--- src/rtl/mem_fifo_ctrl.sv ---
`default_nettype none
// ============================================================================
// Module   : mem_fifo_ctrl
// Purpose  : Sequencer that turns a single-port DEPTH x DW memory array into
//            a first-in/first-out buffer. One memory access per cycle; a
//            producer write and an output-register prefetch compete for the
//            port and are arbitrated round-robin.
// Ports    : clk, rst          - clock, synchronous active-high reset
//            push_valid/ready  - producer handshake, push_data sampled on accept
//            pop_valid/ready   - consumer handshake, pop_data is registered
//            count             - memory occupancy plus the output register
//            mem_wen/addr/wdata- memory shared port, mem_rdata combinational
// Revision : 1.0 - initial release
// ============================================================================
module mem_fifo_ctrl #(
    parameter int DEPTH = 8,
    parameter int AW    = 3,
    parameter int DW    = 8
) (
    input  logic          clk,
    input  logic          rst,
    input  logic          push_valid,
    output logic          push_ready,
    input  logic [DW-1:0] push_data,
    output logic          pop_valid,
    input  logic          pop_ready,
    output logic [DW-1:0] pop_data,
    output logic [AW:0]   count,
    output logic          mem_wen,
    output logic [AW-1:0] mem_addr,
    output logic [DW-1:0] mem_wdata,
    input  logic [DW-1:0] mem_rdata
);

    localparam logic [0:0]  c_OP_WRITE   = 1'b0;
    localparam logic [0:0]  c_OP_READ    = 1'b1;
    localparam logic [AW:0] c_FULL_CNT   = (AW+1)'(DEPTH);

    logic [AW-1:0] r_wr_ptr;
    logic [AW-1:0] r_rd_ptr;
    logic [AW:0]   r_mem_cnt;
    logic [0:0]    r_last_op;
    logic          r_pop_valid;
    logic [DW-1:0] r_pop_data;

    logic          w_wr_possible;
    logic          w_pf_wanted;
    logic          w_grant_write;
    logic          w_push_acc;
    logic          w_read_do;

    // Arbitration. The write grant is decided without looking at push_valid
    // so that push_ready never depends on it. If the write slot is granted
    // but the producer has nothing to offer, the idle port is handed to the
    // prefetch instead of being wasted; otherwise a pending prefetch could
    // starve forever while the producer stays idle.
    always_comb begin
        w_wr_possible = (r_mem_cnt != c_FULL_CNT);
        w_pf_wanted   = (r_mem_cnt != '0) && (!r_pop_valid || pop_ready);
        w_grant_write = 1'b0;
        if (w_wr_possible && w_pf_wanted) begin
            w_grant_write = (r_last_op == c_OP_READ);
        end else begin
            w_grant_write = w_wr_possible;
        end
        w_push_acc = push_valid && w_grant_write;
        w_read_do  = w_pf_wanted && !w_push_acc;
    end

    assign push_ready = w_grant_write;
    assign mem_wen    = w_push_acc;
    assign mem_addr   = w_push_acc ? r_wr_ptr : r_rd_ptr;
    assign mem_wdata  = push_data;
    assign pop_valid  = r_pop_valid;
    assign pop_data   = r_pop_data;
    assign count      = r_mem_cnt + {{AW{1'b0}}, r_pop_valid};

    // Pointers wrap by natural overflow; occupancy is tracked only by
    // r_mem_cnt, never derived from the pointers.
    always_ff @(posedge clk) begin
        if (rst) begin
            r_wr_ptr    <= '0;
            r_rd_ptr    <= '0;
            r_mem_cnt   <= '0;
            r_last_op   <= c_OP_READ;
            r_pop_valid <= 1'b0;
            r_pop_data  <= '0;
        end else begin
            if (w_push_acc) begin
                r_wr_ptr  <= r_wr_ptr + AW'(1);
                r_mem_cnt <= r_mem_cnt + (AW+1)'(1);
                r_last_op <= c_OP_WRITE;
            end else if (w_read_do) begin
                r_rd_ptr    <= r_rd_ptr + AW'(1);
                r_mem_cnt   <= r_mem_cnt - (AW+1)'(1);
                r_last_op   <= c_OP_READ;
                r_pop_data  <= mem_rdata;
                r_pop_valid <= 1'b1;
            end
            // A pop without a refill empties the output register; the data
            // value itself is left untouched.
            if (r_pop_valid && pop_ready && !w_read_do) begin
                r_pop_valid <= 1'b0;
            end
        end
    end

endmodule
`default_nettype wire
--- config.mk ---
export PLATFORM = sky130hd
export DESIGN_NAME = mem_fifo_ctrl
export DESIGN_NICKNAME = d
export VERILOG_FILES = /design/src/rtl/mem_fifo_ctrl.sv
export SDC_FILE = /design/constraint.sdc
export NUM_CORES = 1
export LEC_CHECK = 0
export ABC_AREA = 0
export CORE_ASPECT_RATIO = 0.8
export CORE_MARGIN = 2
export CORE_UTILIZATION = 37
export DETAILED_ROUTE_END_ITERATION = 12
export PLACE_DENSITY = 0.7
export SLEW_MARGIN = 20
export SYNTH_ARGS = -nofsm -noshare
export SYNTH_HDL_FRONTEND = slang
export SYNTH_SLANG_ARGS = --single-unit
--- constraint.sdc ---
create_clock -name clk -period 2.7 [get_ports clk]
set_input_delay 0.27 -clock clk [delete_from_list [all_inputs] [get_ports clk]]
set_output_delay 0.27 -clock clk [all_outputs]
set_load 0.02 [all_outputs]
==> flow_summary_export.csv <==
group,metric,value,unit
timing,slew_violations,0,
global_route,grt.total_usage,0.149,
critical_path,crit_type,"flop to output pin",
critical_path,worstPathMaxFanout,9,
cts,clk_pin_slew_worst_paths,0.08,ns
drt,drt_first_pass_iters,4,
drt,avgViaCountPerCell,5.05,
cts,cts_htree_levels,1,
global_route,grt_pass1_wl,3840,um
critical_path,crit_path_max_incr_delay,0.60,ns
critical_path,crit_cells,4,
hold_path,holdCritPathClass,"flop to flop",
critical_path,crit_required,2.43,ns
synthesis,synth_top_cell_by_area,"dfxtp_1",
synthesis,synth_edf_count,0,
place,hpwl,1750,um
timing,finalCritPeriodShare,0.968,
drt,routedWlPerCell,13.1,um
synthesis,synthSimpleGateAreaFrac,0.172,
place,port_buffers,29,
timing,setup-violations-final,0,
timing,setup_ws,0.0863,ns
synthesis,synthAdderAreaFrac,0.0873,
synthesis,ys_ff_latch,20,
hold_path,min_path_cells,2,
timing,finalHoldViolCount,0,
floorplan,dieArea,0.00340,mm^2
cts,cts_root_buf,"clkbuf_8",
finish,multi_input_area,603,um^2
finish,fill_cells,266,
global_route,grt_max_degree,15,
critical_path,path_buf_inv,1,
synthesis,synthTopCellsByCount,"dfxtp_1 (20), nor2_1 (18), mux2i_1 (13), buf_4 (9), ha_1 (6)",
cts,clockBufferDepth,2,
critical_path,crit_path_top_delay_cell,"or4b_1",
critical_path,cpLargestDelayFamily,"simple AND/OR/NAND/NOR gates",
timing,fmax,383,MHz
synthesis,synth_top_family_by_area,"simple AND/OR/NAND/NOR gates",
global_route,overflow,0,
run_status,status,"complete, no violations",
synthesis,syn-num-nets,136,
place,dpl_cell_area,0.00140,mm^2
pwr,ir_drop,0.000475,V
global_route,grt_antenna_before_repair,0,
critical_path,cp.arrival,2.34,ns
drt,vias,883,
finish,synthToLayoutAreaGrowth,33.4,%
synthesis,yosys.area.top_type_share,0.367,
floorplan,die_x,64.7,um
synthesis,ys_types,30,
place,preCtsSetupSlack,0.109,ns
critical_path,cp-start-kind,"flop",
synthesis,yosys_warnings,0,
drt,drcViolationCount,0,
cts,clk_latency,0.26,ns
synthesis,synth-main-ff-cell,"dfxtp_1",
synthesis,seq_area_frac_synth,0.367,
floorplan,std_cell_rows,17,
synthesis,syn_inst,109,
synthesis,synth_compound_area_frac,0.0953,
cts,cts.sinks,20,
synthesis,async_flop_share,0,
timing,holdWs,0.495,ns
floorplan,start_util,0.391,
floorplan,core_area,0.00279,mm^2
critical_path,rr_worst_depth,7,
place,globalplace.congestion,0.769,
synthesis,synth_area_leaders,"dfxtp_1 (37%), mux2i_1 (12%), ha_1 (6.9%), buf_4 (6.2%), nor2_1 (6.2%)",
floorplan,fp.dieH,52.5,um
timing,fin_crit,2.61,ns
finish,drive_gt1_frac,0.146,
global_route,grt_pass1_vias,868,
floorplan,ios,46,
finish,fin_area,0.00145,mm^2
finish,nets,165,
drt,ant_nets,0,
synthesis,post-synth-top-count-cell,"dfxtp_1",
synthesis,synth_area,0.00109,mm^2
critical_path,worstSetupEndpointType,"output pin",
timing,rsz0062_at_grt,"false",
drt,wirelength,2290,um
finish,antennaDiodeCount,0,
finish,regArea,402,um^2
critical_path,worstPathCellList,"or4b_1 -> o311ai_4 -> mux2_2 -> clkdlybuf4s50_1",
timing,setup_tns,0,ns
timing,relSlewSlack,0.650,
pwr,p_leak,0.000630,uW
cts,cts_tree,"yes",
synthesis,muxShareOfSynthArea,0.150,
drt,drt_iter0_drc,16,
synthesis,syn_avg_cell_area,10.0,um^2
flow_run,cap_viol_max_count,0,
timing,tightest_slew,0.524,ns
synthesis,synth_xor_area_frac,0.0482,
pwr,powerDensity,1090,mW/mm^2
cts,numCtsBuffers,3,
timing,clock_skew,0.00590,ns
path summary, 6_finish.rpt:
path                      from      endpoint  slack [ns]
setup / recovery  r_mem_cnt[1]   mem_addr[1]        0.09
hold reg to reg    r_rd_ptr[2]   r_rd_ptr[2]        0.50
hold / removal     r_rd_ptr[2]   r_rd_ptr[2]        0.50
setup reg to reg  r_mem_cnt[1]  r_mem_cnt[3]        0.25
repair_timing:
item / 4_1_cts / 5_1_grt
buffers inserted: 0 / 0
resized for setup: 0 / 1
setup endpoints to repair: 0 / 3
endpoints found under the hold margin: 0 / 0
hold buffers: 0 / 0
kinds of logic (layout without fill, tap and decap cells):
| kind of cell | count (synthesis) | count (layout) |
|---|---|---|
| flops | 20 | 20 |
| buf+inv | 14 | 42 |
| fa+ha+maj | 7 | 7 |
| simple gates | 34 | 34 |
| mux | 16 | 16 |
| compound gates | 12 | 12 |
| xor+xnor | 6 | 6 |
per-layer routing:
metal | track usage | wire length [um]
met2 | 0.250 | 1010
met5 | 0 | 0
met1 | 0.183 | 1100
met3 | 0.0452 | 171
met4 | 0.0532 | 9
state kept, by name, indices dropped and copies added, names as in the netlist:
register,cells
r_last_op,1
r_mem_cnt,4
pop_valid,1
r_wr_ptr,3
r_rd_ptr,3
pop_data,8
through the flow:
step	power (uW)	instances	utilization
2_1_floorplan	1060	109	-
3_3_place_gp	1340	171	0.502
3_5_place_dp	1370	171	0.502
4_1_cts	1610	175	0.521
5_1_grt	1710	175	0.522
6_report	1590	175	0.522
where the power goes:
group          internal, uW  switching, uW  total (uW)
registers               383           82.0         466
logic                   444            451         895
clock network           130            101         230
tightest hold or removal path, cell delays in order, from the launching register on:
cell and delay [ns]:
dfxtp_1 0.32, o21ai_0 0.07, a21oi_1 0.06
cell usage in the layout (no fill, tap or decap), types with 3 or more instances in the layout:
cell,synthesis,routed
a21oi_1,5,5
buf_4,9,6
clkbuf_8,0,4
clkdlybuf4s50_1,0,29
dfxtp_1,20,19
ha_1,6,6
inv_1,3,3
mux2_2,3,3
mux2i_1,13,13
nand3_1,3,3
nor2_1,18,18
xor2_1,5,5
cell type report:
class                      count  area share
inverter                       3     0.00775
timing repair buffer          35       0.231
tap                           38      0.0327
clock buffer                   4      0.0379
sequential                    20       0.276
multi-input combinational     75       0.415
No activity file was read; power rests on OpenSTA's default activity.
